==> src/rtl/mem_bus_router.sv <==
// Single-master address router: decodes mem_addr onto one of NUM_SLAVES ports,
// completes unmapped and timed-out accesses itself with ERR_DATA and sticky flags.

module mem_bus_router_match #(
  parameter logic [31:0] BASE = 32'h0,
  parameter logic [31:0] MASK = 32'h0
) (
  input  logic [31:0] addr,
  output logic        hit
);
  assign hit = (addr & MASK) == (BASE & MASK);
endmodule

module mem_bus_router #(
  parameter int                         NUM_SLAVES = 6,
  parameter logic [32*NUM_SLAVES-1:0]   SLAVE_BASE = {32'h5000, 32'h4000, 32'h3000,
                                                      32'h2000, 32'h1000, 32'h0000},
  parameter logic [32*NUM_SLAVES-1:0]   SLAVE_MASK = {NUM_SLAVES{32'h0000_F000}},
  parameter int                         TIMEOUT    = 255,
  parameter logic [31:0]                ERR_DATA   = 32'hDEAD_BEEF
) (
  input  logic                         clk,
  input  logic                         rst,
  input  logic                         mem_valid,
  input  logic [31:0]                  mem_addr,
  input  logic [3:0]                   mem_wstrb,
  output logic                         mem_ready,
  output logic [31:0]                  mem_rdata,
  output logic [NUM_SLAVES-1:0]        s_cs,
  input  logic [NUM_SLAVES-1:0]        s_ready,
  input  logic [32*NUM_SLAVES-1:0]     s_rdata,
  input  logic                         err_clr,
  output logic                         err_unmapped,
  output logic                         err_timeout,
  output logic [31:0]                  err_addr
);
  localparam int SW = (NUM_SLAVES > 1) ? $clog2(NUM_SLAVES) : 1;
  localparam int CW = $clog2(TIMEOUT + 1);

  typedef enum logic [1:0] {IDLE, ACTIVE, ERROR, DONE} state_t;

  state_t                state, state_d;
  logic [SW-1:0]         sel, hit_idx;
  logic [CW-1:0]         cnt;
  logic [NUM_SLAVES-1:0] match;
  logic                  any_hit, tmo_hit, unm_hit;
  logic                  wstrb_unused;

  // Strobes travel to the slaves on their own wiring; the router only routes.
  assign wstrb_unused = |mem_wstrb;

  for (genvar i = 0; i < NUM_SLAVES; i++) begin : g_match
    mem_bus_router_match #(
      .BASE(SLAVE_BASE[32*i +: 32]),
      .MASK(SLAVE_MASK[32*i +: 32])
    ) u_match (
      .addr(mem_addr),
      .hit (match[i])
    );
  end

  // Scan high to low so the lowest matching index ends up selected.
  always_comb begin
    any_hit = |match;
    hit_idx = '0;
    for (int i = NUM_SLAVES - 1; i >= 0; i--)
      if (match[i]) hit_idx = SW'(i);
  end

  always_comb begin
    state_d   = state;
    mem_ready = 1'b0;
    mem_rdata = '0;
    s_cs      = '0;
    tmo_hit   = 1'b0;
    unm_hit   = 1'b0;
    case (state)
      IDLE:   if (mem_valid) state_d = any_hit ? ACTIVE : ERROR;
      ACTIVE: begin
        s_cs[sel] = 1'b1;
        if (s_ready[sel]) begin
          mem_ready = 1'b1;
          mem_rdata = s_rdata[32*sel +: 32];
          state_d   = DONE;
        end else if (cnt == CW'(TIMEOUT - 1)) begin
          mem_ready = 1'b1;
          mem_rdata = ERR_DATA;
          tmo_hit   = 1'b1;
          state_d   = DONE;
        end
      end
      ERROR: begin
        mem_ready = 1'b1;
        mem_rdata = ERR_DATA;
        unm_hit   = 1'b1;
        state_d   = DONE;
      end
      DONE:    state_d = IDLE;
      default: state_d = IDLE;
    endcase
  end

  always_ff @(posedge clk) begin
    if (rst) begin
      state        <= IDLE;
      sel          <= '0;
      cnt          <= '0;
      err_unmapped <= 1'b0;
      err_timeout  <= 1'b0;
      err_addr     <= '0;
    end else begin
      state <= state_d;
      if (state == IDLE && mem_valid && any_hit) begin
        sel <= hit_idx;
        cnt <= '0;
      end else if (state == ACTIVE && state_d == ACTIVE) begin
        cnt <= cnt + 1'b1;
      end
      // A new error outranks a simultaneous clear.
      err_unmapped <= unm_hit | (err_unmapped & ~err_clr);
      err_timeout  <= tmo_hit | (err_timeout & ~err_clr);
      if (unm_hit || tmo_hit) err_addr <= mem_addr;
    end
  end
endmodule
==> config.mk <==
export PLATFORM = sky130hd
export DESIGN_NAME = mem_bus_router
export DESIGN_NICKNAME = d
export VERILOG_FILES = /design/src/rtl/mem_bus_router.sv
export SDC_FILE = /design/constraint.sdc
export NUM_CORES = 1
export LEC_CHECK = 0
export CAP_MARGIN = 30
export CORE_AREA = 2 2 120 122
export CTS_BUF_LIST = sky130_fd_sc_hd__clkbuf_16
export DETAILED_ROUTE_END_ITERATION = 8
export DIE_AREA = 0 0 122 124
export PLACE_DENSITY = 0.75
export REMOVE_ABC_BUFFERS = 1
export SYNTH_ARGS = -nofsm -noshare
export SYNTH_HDL_FRONTEND = slang
export SYNTH_SLANG_ARGS = --single-unit
==> constraint.sdc <==
create_clock -name clk -period 4.29 [get_ports clk]
set_input_delay 1.0725 -clock clk [delete_from_list [all_inputs] [get_ports clk]]
set_output_delay 1.0725 -clock clk [all_outputs]
set_load 0.05 [all_outputs]
Word level (Yosys, flattened, before mapping)

Cells that the tools add are included.

Flip-flop bits (word level): 47
Bits in latches: 0
RAM bits: 0
ROM bits: 0
Input bits: 238
Output and inout bits: 73
Logic and storage cells: 59
Memories kept: 0

$add $sub $neg: 1
Multiply operators: 0
Divide/modulo/power cells: 0
$lt $le $gt $ge: 2
Eq/ne operators: 10
Shift operators: 1
Mux-type cells: 25
Bitwise gates (word level): 5
Reduce and logical (&&, ||, !) cells: 9

Operators with widths:

| kind                                                               | count |
|---|---|
| variable part select 192 x 9 -> 32 bit                             | 1 |
| 2-to-1 mux 32 bit                                                  | 2 |
| one-hot mux 32 bit (2 select lines)                                | 1 |
| logical NOT 32 bit                                                 | 1 |
| 2-to-1 mux 3 bit                                                   | 6 |
| adder 8 x 1 -> 8 bit (second input constant)                       | 1 |
| equality test 4 x 2 -> 1 bit (second input constant)               | 2 |
| equality test 4 x 3 -> 1 bit (second input constant)               | 2 |
| equality test 8 bit (second input constant)                        | 1 |
| 2-to-1 mux 2 bit                                                   | 4 |
| one-hot mux 2 bit (4 select lines)                                 | 1 |
| 2-to-1 mux 1 bit                                                   | 7 |
| 2-to-1 mux 6 bit                                                   | 1 |
| OR reduction 6 bit                                                 | 1 |
| equality test 2 x 1 -> 1 bit (second input constant)               | 2 |
| equality test 2 bit (second input constant)                        | 2 |
| equality test 4 x 1 -> 1 bit (second input constant)               | 1 |
| logical AND 1 bit                                                  | 4 |
| < comparator 3 x 4 -> 1 bit (second input constant)                | 1 |
| binary-select mux 1 bit (select 3 bit)                             | 1 |
| demux 1 bit (select 3 bit)                                         | 1 |
| greater-or-equal comparator 3 x 1 -> 1 bit (second input constant) | 1 |
| AND 1 bit                                                          | 2 |
| logical NOT 2 bit                                                  | 1 |
| other kinds (5)                                                    | 6 |

Depth between registers and ports, before layout

Gate-level depths: netlist (run 1).

Word-level depth: 7
Depth in mapped cells: 9
Gate-level depth less buffers: 7

Cells and area by module

Synthesis (run 1) repeated with hierarchy kept, for this count alone.

Cell total of the unflattened synthesis: 555
Area, all modules: 4012.6 um^2

Modules (own cells, without submodules):

| module                                        | times used | cells an instance | area an instance (um^2) | sequential area each (um^2) |
|---|---|---|---|---|
| mem_bus_router                                | 1          | 549               | 3930.0                  | 940.9 |
| mem_bus_router_match (g_match[1].u_match ...) | 3          | 1                 | 15.0                    | 0.0 |
| mem_bus_router_match (g_match[0].u_match ...) | 3          | 1                 | 12.5                    | 0.0 |

Worst setup path after synthesis (run 1)

Ideal clock, no wire load.

Kind: in2out
From: input s_ready[3]
To: output mem_rdata[0]
Arrival time: 2.850 ns
Required time: 3.218 ns
Setup slack: 0.367 ns
Stages on the path: 5
Path buffers: 1
Cells stage by stage: mux4_2 -> a22oi_2 -> nor2_1 -> clkbuf_1 -> a21oi_1

Longest elaborated chain between the ends: 4

RTL lines:

| what                                   | RTL line | RTL |
|---|---|---|
| start: declaration                     | 30       | `input logic [NUM_SLAVES-1:0] s_ready,` |
| binary-select mux 1 bit (select 3 bit) | 81       | `if (s_ready[sel]) begin` |
| 2-to-1 mux 1 bit (not written as such) | 81       |  |
| 2-to-1 mux 32 bit                      | 81       |  |
| one-hot mux 32 bit (2 select lines)    | 77       | `case (state)` |
| end: declaration                       | 28       | `output logic [31:0] mem_rdata,` |

Every way passes these cells. The select of a mux whose other input is x is not followed.

Worst setup path after layout (run 1)

From: input s_ready[3]
To: output mem_rdata[21]

Same word-level chain as after synthesis.

==> report_table.html, run 1 <==
<table>
<tr><th>Metric</th><th>Value</th></tr>
<tr><th colspan="2">Setup path</th></tr>
<tr><td>Startpoint of the most critical register-to-register path</td><td>state[1]$_SDFF_PP0_</td></tr>
<tr><td>Worst Path Arrival</td><td>2.95 ns</td></tr>
<tr><td>Number of cells on the worst reg-to-reg path</td><td>7</td></tr>
<tr><td>Critical Path Start Type</td><td>input port</td></tr>
<tr><td>Reg2Reg Capture Point</td><td>err_addr[5]$_SDFFE_PP0P_</td></tr>
<tr><td>Worst Path Class, Setup</td><td>in -&gt; out</td></tr>
<tr><td>Worst R2R Setup Slack</td><td>1.73 ns</td></tr>
<tr><td>Maximum net fanout on the critical path</td><td>23</td></tr>
<tr><td>Critical Path End Type</td><td>output port</td></tr>
<tr><td>CP Data Required Time</td><td>3.22 ns</td></tr>
<tr><th colspan="2">Pwr</th></tr>
<tr><td>Leak</td><td>2.50 nW</td></tr>
<tr><td>Power Total</td><td>2.65 mW</td></tr>
<tr><td>Pwr dens</td><td>362 mW/mm^2</td></tr>
<tr><td>Worst vdd ir</td><td>0.440 mV</td></tr>
<tr><th colspan="2">CTS</th></tr>
<tr><td>Number of setup buffers added after CTS</td><td>0</td></tr>
<tr><td>Clock Tree Root</td><td>sky130_fd_sc_hd__clkbuf_16</td></tr>
<tr><td>Post-cts hold buffer count</td><td>0</td></tr>
<tr><td>Clock tree from TritonCTS</td><td>built</td></tr>
<tr><td>Number of gates given a new drive strength after cts</td><td>0</td></tr>
<tr><td>Clock input transition at the sequential cells of the worst setup and hold paths</td><td>0.06 ns</td></tr>
<tr><td>Number of levels in the clock H-tree</td><td>2</td></tr>
<tr><td>CTS Buf Count</td><td>5</td></tr>
<tr><td>Clock insertion delay at the later pin of the skew report</td><td>0.29 ns</td></tr>
<tr><td>Number of sinks driven by the clock tree</td><td>47</td></tr>
<tr><td>Max clock buf depth</td><td>2</td></tr>
<tr><th colspan="2">Detailed routing</th></tr>
<tr><td>Count of TritonRoute iterations in the first routing pass</td><td>4</td></tr>
<tr><td>Vias/cell</td><td>4.96</td></tr>
<tr><td>Wire length on met1</td><td>6760 um</td></tr>
<tr><td>Overall routed net length</td><td>17700 um</td></tr>
<tr><td>Average wire per cell in the routed design</td><td>17.4 um</td></tr>
<tr><td>Top routing layer used</td><td>met5</td></tr>
<tr><td>Antenna-violating nets left</td><td>0</td></tr>
<tr><td>Routed met2 length</td><td>8390 um</td></tr>
<tr><td>Via count of the routed design</td><td>5056</td></tr>
<tr><td>Remaining DRCs</td><td>0</td></tr>
<tr><td>Iteration-0 DRC Markers</td><td>223</td></tr>
<tr><td>Total met3 wirelength after detailed routing</td><td>2200 um</td></tr>
<tr><th colspan="2">STA</th></tr>
<tr><td>Final setup vio count</td><td>0</td></tr>
<tr><td>Clock skew after layout</td><td>0.00420 ns</td></tr>
<tr><td>Final hold violations</td><td>0</td></tr>
<tr><td>Post-layout minimum cycle time</td><td>4.02 ns</td></tr>
<tr><td>Highest Clock Rate</td><td>0.249 GHz</td></tr>
<tr><td>Share of the cycle needed by the critical path after routing</td><td>0.937</td></tr>
<tr><td>Worst Tran Pin Value</td><td>0.708 ns</td></tr>
<tr><td>RSZ-0062 raised after global routing</td><td>false</td></tr>
<tr><td>Final max-slew violation count</td><td>0</td></tr>
<tr><td>Max transition margin</td><td>0.528</td></tr>
<tr><th colspan="2">Final layout</th></tr>
<tr><td>Sequential Area</td><td>947 sq um</td></tr>
<tr><td>Fraction of layout instances using a drive strength above 1</td><td>0.0826</td></tr>
<tr><td>Most used cells in the layout excluding fill and tap cells</td><td>sky130_fd_sc_hd__clkdlybuf4s50_1, sky130_fd_sc_hd__nand2_1, sky130_fd_sc_hd__mux2i_1, sky130_fd_sc_hd__a21oi_1, sky130_fd_sc_hd__o21ai_0</td></tr>
<tr><td>Final net count</td><td>1078</td></tr>
<tr><td>Fill cells</td><td>1319</td></tr>
<tr><td>Total non-filler cell area in the finished layout</td><td>0.00732 sq mm</td></tr>
<tr><td>Most common library cell in the layout ignoring fill and taps</td><td>sky130_fd_sc_hd__clkdlybuf4s50_1</td></tr>
<tr><td>Cell Count, Final, Fillers Out</td><td>1019</td></tr>
<tr><td>Multi-input logic area</td><td>0.00280 sq mm</td></tr>
<tr><td>Area grow syn2layout</td><td>83.0%</td></tr>
<tr><th colspan="2">Floorplan</th></tr>
<tr><td>Floorplan Core Area</td><td>0.0137 sq mm</td></tr>
<tr><td>Initial standard-cell utilization of the core</td><td>0.291</td></tr>
<tr><td>Die outline height</td><td>124 um</td></tr>
<tr><td>Full die area</td><td>0.0151 sq mm</td></tr>
<tr><td>Die Width</td><td>122 um</td></tr>
<tr><td>IO Pins</td><td>311</td></tr>
<tr><td>Number of rows created at floorplan</td><td>43</td></tr>
<tr><th colspan="2">Global route</th></tr>
<tr><td>Initial antenna violation count</td><td>6</td></tr>
<tr><td>First-pass GRT wire length</td><td>26300 um</td></tr>
<tr><td>Pin count of the biggest net entering global routing</td><td>69</td></tr>
<tr><td>Tot GR Track Use</td><td>0.223</td></tr>
<tr><td>Sum of overflow across all layers after global routing</td><td>0</td></tr>
<tr><td>Vias in the first global route</td><td>4761</td></tr>
<tr><th colspan="2">Worst hold path</th></tr>
<tr><td>Worst hold path class</td><td>reg -&gt; reg</td></tr>
<tr><td>Worst-case hold path end point</td><td>err_addr[15]$_SDFFE_PP0P_</td></tr>
<tr><td>WHS Path Cells</td><td>2</td></tr>
<tr><td>Hold wc startpoint</td><td>err_addr[15]$_SDFFE_PP0P_</td></tr>
<tr><th colspan="2">Run</th></tr>
<tr><td>Count of maximum capacitance violations</td><td>0</td></tr>
<tr><th colspan="2">Synth</th></tr>
<tr><td>Post-synth design cell area</td><td>0.00400 sq mm</td></tr>
<tr><td>Number of instances in the synthesized netlist</td><td>559</td></tr>
<tr><td>Share of the synthesized area in the top cell type</td><td>0.235</td></tr>
<tr><td>Commonest register cell after synthesis</td><td>sky130_fd_sc_hd__dfxtp_1</td></tr>
<tr><td>Number of flops mapped to enable cells by yosys</td><td>0</td></tr>
<tr><td>Number of synthesized register bits</td><td>47</td></tr>
<tr><td>Part of the Yosys area used for sequential elements</td><td>0.235</td></tr>
<tr><td>Number of warnings issued by yosys</td><td>0</td></tr>
<tr><td>Netlist cell types</td><td>46</td></tr>
<tr><td>Most area-consuming cells after synthesis</td><td>sky130_fd_sc_hd__dfxtp_1, sky130_fd_sc_hd__mux2i_1, sky130_fd_sc_hd__nand2_1</td></tr>
<tr><td>Average footprint of a synthesized cell</td><td>7.15 sq um</td></tr>
<tr><td>Share of synthesized registers carrying an async set or reset</td><td>0</td></tr>
<tr><td>Yosys top cell by area</td><td>sky130_fd_sc_hd__dfxtp_1</td></tr>
<tr><th colspan="2">Place</th></tr>
<tr><td>Half-perimeter wire length after placement</td><td>13600 um</td></tr>
<tr><td>Count of input and output buffers</td><td>306</td></tr>
<tr><td>Cell area after placement</td><td>0.00717 sq mm</td></tr>
<tr><td>Total placed cells including tap cells</td><td>1007</td></tr>
<tr><td>Final estimated routing congestion in global placement</td><td>0.904</td></tr>
<tr><th colspan="2">Run status</th></tr>
<tr><td>Result of the run</td><td>completed</td></tr>
</table>
[cells by family after synthesis]
group	Yosys count	synth area share
AND/OR/NAND/NOR	198	0.213
AO/OA/AOI/OAI	178	0.272
multiplexers	75	0.194
buffers and inverters	55	0.0664
flip-flops	47	0.235
adder cells (fa/ha/maj)	6	0.0188
[worst max path at each step]
stage / startpoint / to / cells after the start / slack (ns)
3_5_place_dp: s_ready[3] / mem_rdata[21] / 7 / 0.29
5_1_grt: s_ready[3] / mem_rdata[15] / 7 / 0.20
6_report: s_ready[3] / mem_rdata[21] / 7 / 0.27
4_1_cts: s_ready[3] / mem_rdata[21] / 7 / 0.28
2_1_floorplan: sel[2]$_SDFFE_PP0P_ / mem_rdata[14] / 3 / -2.14
3_3_place_gp: s_ready[3] / mem_rdata[1] / 7 / 0.33
[where the power goes]
part           total [mW]  internal, mW  leakage [nW]  switching (mW)
sequential          0.578         0.523         0.384          0.0556
clock               0.373         0.211        0.0762           0.162
combinational        1.70         0.632          2.04            1.07
total                2.65          1.37          2.50            1.29
[layout make-up]
class | count | area share
tap | 180 | 0.0308
clock buffer | 5 | 0.0171
sequential | 47 | 0.129
multi-input combinational | 457 | 0.383
antenna | 4 | 0.00137
inverter | 7 | 0.00359
timing repair buffer | 316 | 0.433
clock inverter | 3 | 0.00171
[flip-flops by register name, indices dropped and copies added (netlist names)]
signal,count
err_addr,32
err_timeout,1
state,2
cnt,8
err_unmapped,1
sel,3
[cell usage after synthesis (6+ instances only)]
master                     instances
sky130_fd_sc_hd__dfxtp_1          47
sky130_fd_sc_hd__ha_1              6
sky130_fd_sc_hd__o211ai_1         24
sky130_fd_sc_hd__nor2b_1           6
sky130_fd_sc_hd__clkbuf_1         29
sky130_fd_sc_hd__a21oi_1          71
sky130_fd_sc_hd__a211oi_1         18
sky130_fd_sc_hd__nand2_1         127
sky130_fd_sc_hd__nor2_1           31
sky130_fd_sc_hd__nand3_1           8
sky130_fd_sc_hd__mux2i_1          71
sky130_fd_sc_hd__buf_4            10
sky130_fd_sc_hd__o21ai_0          49
sky130_fd_sc_hd__inv_1             7
[critical path, cell delays in order]
cell and delay, ns:
sky130_fd_sc_hd__clkdlybuf4s50_1 0.42, sky130_fd_sc_hd__mux4_2 0.50, sky130_fd_sc_hd__a22oi_2 0.25, sky130_fd_sc_hd__nor2_2 0.06, sky130_fd_sc_hd__buf_4 0.23, sky130_fd_sc_hd__a21oi_1 0.18
sky130_fd_sc_hd__buf_4 0.22
[metrics by stage]
step / hold WS (ns) / setup slack [ns] / TNS (ns) / util
6_report: 0.449 / 0.271 / 0 / 0.533
5_1_grt: 0.474 / 0.200 / 0 / 0.533
4_1_cts: 0.454 / 0.279 / 0 / 0.533
3_5_place_dp: 0.445 / 0.289 / 0 / 0.522
3_3_place_gp: 0.437 / 0.333 / 0 / 0.522
2_1_floorplan: 0.457 / -2.14 / -62.97 / -
[layer usage]
metal / track usage / vias to the layer above
met1: 0.264 / 2257
met4: 0.0596 / 2
met2: 0.380 / 238
met5: 0 / -
met3: 0.0842 / 25
li1: - / 2534
Note: power is estimated with default switching activity, not from simulation.
==> inputs of run 2 (changes only) <==
- GPL_ROUTABILITY_DRIVEN: default -> 0
==> results of run 2 <==
The final DEF is identical to that of run 1; final timing and power are the same.
==> inputs of run 3 (changes only) <==
- CORE_AREA: 2 2 120 122 -> 2 2 122 124
- DIE_AREA: 0 0 122 124 -> 0 0 124 126
- PLACE_DENSITY: 0.75 -> 0.73
- clock period: 4.29 -> 4.5 ns (I/O delays scaled with it)
==> report_table.html, run 3 (same netlist as run 1, synthesis figures left out) <==
<table>
<tr><th>Metric</th><th>Value</th></tr>
<tr><th colspan="2">Final layout</th></tr>
<tr><td>Fraction of layout instances using a drive strength above 1</td><td>0.0792</td></tr>
<tr><td>Final net count</td><td>1076</td></tr>
<tr><td>Top Registers</td><td>err_addr: 32 flops, cnt: 8 flops, sel: 3 flops</td></tr>
<tr><td>Largest Register</td><td>err_addr</td></tr>
<tr><td>Most used cells in the layout excluding fill and tap cells</td><td>sky130_fd_sc_hd__clkdlybuf4s50_1, sky130_fd_sc_hd__nand2_1, sky130_fd_sc_hd__mux2i_1, sky130_fd_sc_hd__a21oi_1, sky130_fd_sc_hd__o21ai_0</td></tr>
<tr><td>Area grow syn2layout</td><td>83.1%</td></tr>
<tr><td>Most common library cell in the layout ignoring fill and taps</td><td>sky130_fd_sc_hd__clkdlybuf4s50_1</td></tr>
<tr><td>Final Core Density</td><td>0.511</td></tr>
<tr><td>Number of flip-flops under the largest register name</td><td>32</td></tr>
<tr><th colspan="2">Pwr</th></tr>
<tr><td>Worst vdd ir</td><td>0.319 mV</td></tr>
<tr><td>Sw power</td><td>1.22 mW</td></tr>
<tr><td>Power Total</td><td>2.52 mW</td></tr>
<tr><td>Internal portion of total power</td><td>1.30 mW</td></tr>
<tr><td>Sequential share of power</td><td>0.218</td></tr>
<tr><td>Relative contribution of combinational cells to total power</td><td>0.644</td></tr>
<tr><td>Clk network pwr share</td><td>0.138</td></tr>
<tr><td>Proportion of total power due to net switching</td><td>0.483</td></tr>
<tr><td>Leak</td><td>2.48 nW</td></tr>
<tr><td>Pwr dens</td><td>344 mW/mm^2</td></tr>
<tr><th colspan="2">CTS</th></tr>
<tr><td>Clock insertion delay at the later pin of the skew report</td><td>0.28 ns</td></tr>
<tr><td>Clock Tree Root</td><td>sky130_fd_sc_hd__clkbuf_16</td></tr>
<tr><td>CTS Buf Count</td><td>5</td></tr>
<tr><td>Post-cts hold buffer count</td><td>0</td></tr>
<tr><td>Number of sinks driven by the clock tree</td><td>47</td></tr>
<tr><td>Max clock buf depth</td><td>2</td></tr>
<tr><td>Number of levels in the clock H-tree</td><td>2</td></tr>
<tr><td>Number of gates given a new drive strength after cts</td><td>0</td></tr>
<tr><td>Number of setup buffers added after CTS</td><td>0</td></tr>
<tr><td>Clock tree from TritonCTS</td><td>built</td></tr>
<tr><td>Clock input transition at the sequential cells of the worst setup and hold paths</td><td>0.06 ns</td></tr>
<tr><th colspan="2">STA</th></tr>
<tr><td>Highest Clock Rate</td><td>0.239 GHz</td></tr>
<tr><td>Worst Tran Pin Value</td><td>0.904 ns</td></tr>
<tr><td>Final hold violations</td><td>0</td></tr>
<tr><td>RSZ-0062 raised after global routing</td><td>false</td></tr>
<tr><td>Clock skew after layout</td><td>0.00418 ns</td></tr>
<tr><td>Max transition margin</td><td>0.395</td></tr>
<tr><td>Share of the cycle needed by the critical path after routing</td><td>0.928</td></tr>
<tr><td>Final setup vio count</td><td>0</td></tr>
<tr><td>Final max-slew violation count</td><td>0</td></tr>
<tr><td>Post-layout minimum cycle time</td><td>4.18 ns</td></tr>
<tr><th colspan="2">Detailed routing</th></tr>
<tr><td>Iteration-0 DRC Markers</td><td>217</td></tr>
<tr><td>Count of TritonRoute iterations in the first routing pass</td><td>6</td></tr>
<tr><td>Antenna-violating nets left</td><td>0</td></tr>
<tr><td>Vias/cell</td><td>4.89</td></tr>
<tr><td>Via count of the routed design</td><td>4987</td></tr>
<tr><td>Overall routed net length</td><td>17200 um</td></tr>
<tr><td>Remaining DRCs</td><td>0</td></tr>
<tr><td>Average wire per cell in the routed design</td><td>16.8 um</td></tr>
<tr><th colspan="2">Place</th></tr>
<tr><td>Half-perimeter wire length after placement</td><td>13300 um</td></tr>
<tr><td>Count of input and output buffers</td><td>306</td></tr>
<tr><th colspan="2">Worst hold path</th></tr>
<tr><td>Worst hold path class</td><td>reg -&gt; reg</td></tr>
<tr><td>WHS Path Cells</td><td>2</td></tr>
<tr><th colspan="2">Run</th></tr>
<tr><td>Count of maximum capacitance violations</td><td>0</td></tr>
<tr><th colspan="2">Floorplan</th></tr>
<tr><td>Number of rows created at floorplan</td><td>44</td></tr>
<tr><td>Floorplan Core Area</td><td>0.0143 sq mm</td></tr>
<tr><td>Die Width</td><td>124 um</td></tr>
<tr><td>Die outline height</td><td>126 um</td></tr>
<tr><td>Full die area</td><td>0.0156 sq mm</td></tr>
<tr><td>Initial standard-cell utilization of the core</td><td>0.279</td></tr>
<tr><td>IO Pins</td><td>311</td></tr>
<tr><th colspan="2">Setup path</th></tr>
<tr><td>Critical Path End Type</td><td>output port</td></tr>
<tr><td>Origin of the worst setup path</td><td>s_ready[3]</td></tr>
<tr><td>Endpoint of the most critical setup path</td><td>mem_rdata[25]</td></tr>
<tr><td>Stage delay of the slowest cell on the critical path</td><td>0.49 ns</td></tr>
<tr><td>Worst Path Arrival</td><td>3.05 ns</td></tr>
<tr><td>Standard cell with the maximum stage delay on the critical path</td><td>sky130_fd_sc_hd__mux4_2</td></tr>
<tr><td>Worst Path Class, Setup</td><td>in -&gt; out</td></tr>
<tr><td>Number of cells on the worst reg-to-reg path</td><td>7</td></tr>
<tr><td>Reg2Reg Capture Point</td><td>err_addr[11]$_SDFFE_PP0P_</td></tr>
<tr><td>Critical Path Start Type</td><td>input port</td></tr>
<tr><td>Startpoint of the most critical register-to-register path</td><td>state[1]$_SDFF_PP0_</td></tr>
<tr><td>Worst R2R Setup Slack</td><td>1.98 ns</td></tr>
<tr><td>Ordered cell list for the critical path</td><td>clkdlybuf4s50_1 -&gt; mux4_2 -&gt; a22oi_2 -&gt; nor2_2 -&gt; buf_16 -&gt; a21oi_1 -&gt; buf_4</td></tr>
<tr><td>Maximum net fanout on the critical path</td><td>20</td></tr>
<tr><td>CP Data Required Time</td><td>3.38 ns</td></tr>
<tr><th colspan="2">Global route</th></tr>
<tr><td>Sum of overflow across all layers after global routing</td><td>0</td></tr>
<tr><td>Pin count of the biggest net entering global routing</td><td>72</td></tr>
<tr><td>Tot GR Track Use</td><td>0.208</td></tr>
<tr><td>First-pass GRT wire length</td><td>25600 um</td></tr>
<tr><td>Initial antenna violation count</td><td>2</td></tr>
<tr><td>Vias in the first global route</td><td>4841</td></tr>
<tr><th colspan="2">Run status</th></tr>
<tr><td>Result of the run</td><td>completed</td></tr>
</table>
==> run 3: final cells by class <==
class / count / area (sq um)
flip-flops and latches: 47 / 947
repair buffers: 314 / 3170
fillers: 1418 / 6990
inverters: 7 / 26.3
well taps: 184 / 230
clock inverters: 3 / 11.3
multi-input cells: 457 / 2800
clock buffers: 5 / 125
diodes: 2 / 5.00
==> run 3: worst max-delay path: cells and delay by family <==
| kind | cells | cell delay (ns) |
|---|---|---|
| AO/OA/AOI/OAI | 2 | 0.42 |
| AND/OR/NAND/NOR | 1 | 0.16 |
| buffers and inverters | 3 | 0.84 |
| multiplexers | 1 | 0.49 |
==> run 3: through the flow <==
step	hold WS, ns	instances	worst slack, ns	setup TNS (ns)	instance area, sq um
global route	0.464	1019	0.248	0	7320
CTS	0.452	1017	0.327	0	7310
detailed placement	0.445	1009	0.333	0	7180
finish	0.449	1019	0.324	0	7320
global placement	0.436	1008	0.149	0	7150
floorplan	0.457	511	-1.98	-57.56	3760
==> run 3: worst min path at each step <==
stage,from,endpoint,slack [ns]
6_report,err_addr[25]$_SDFFE_PP0P_,err_addr[25]$_SDFFE_PP0P_,0.45
4_1_cts,err_addr[21]$_SDFFE_PP0P_,err_addr[21]$_SDFFE_PP0P_,0.45
2_1_floorplan,cnt[4]$_SDFFE_PP0P_,cnt[4]$_SDFFE_PP0P_,0.46
3_5_place_dp,err_addr[20]$_SDFFE_PP0P_,err_addr[20]$_SDFFE_PP0P_,0.44
3_3_place_gp,err_addr[5]$_SDFFE_PP0P_,err_addr[5]$_SDFFE_PP0P_,0.44
5_1_grt,err_addr[16]$_SDFFE_PP0P_,err_addr[16]$_SDFFE_PP0P_,0.46
==> run 3: power groups by stage <==
stage | Sequential, mW | Combinational, mW | Clock, mW
2_1_floorplan | 0.819 | 0.701 | 0
3_3_place_gp | 0.554 | 1.59 | 0
3_5_place_dp | 0.559 | 1.62 | 0
4_1_cts | 0.550 | 1.63 | 0.363
5_1_grt | 0.561 | 1.73 | 0.375
6_report | 0.549 | 1.62 | 0.349
==> run 3: per-layer routing <==
metal	share of wire	GRT usage
met4	0.033	0.0813
met3	0.074	0.0376
met1	0.41	0.253
met2	0.48	0.358
met5	0	0
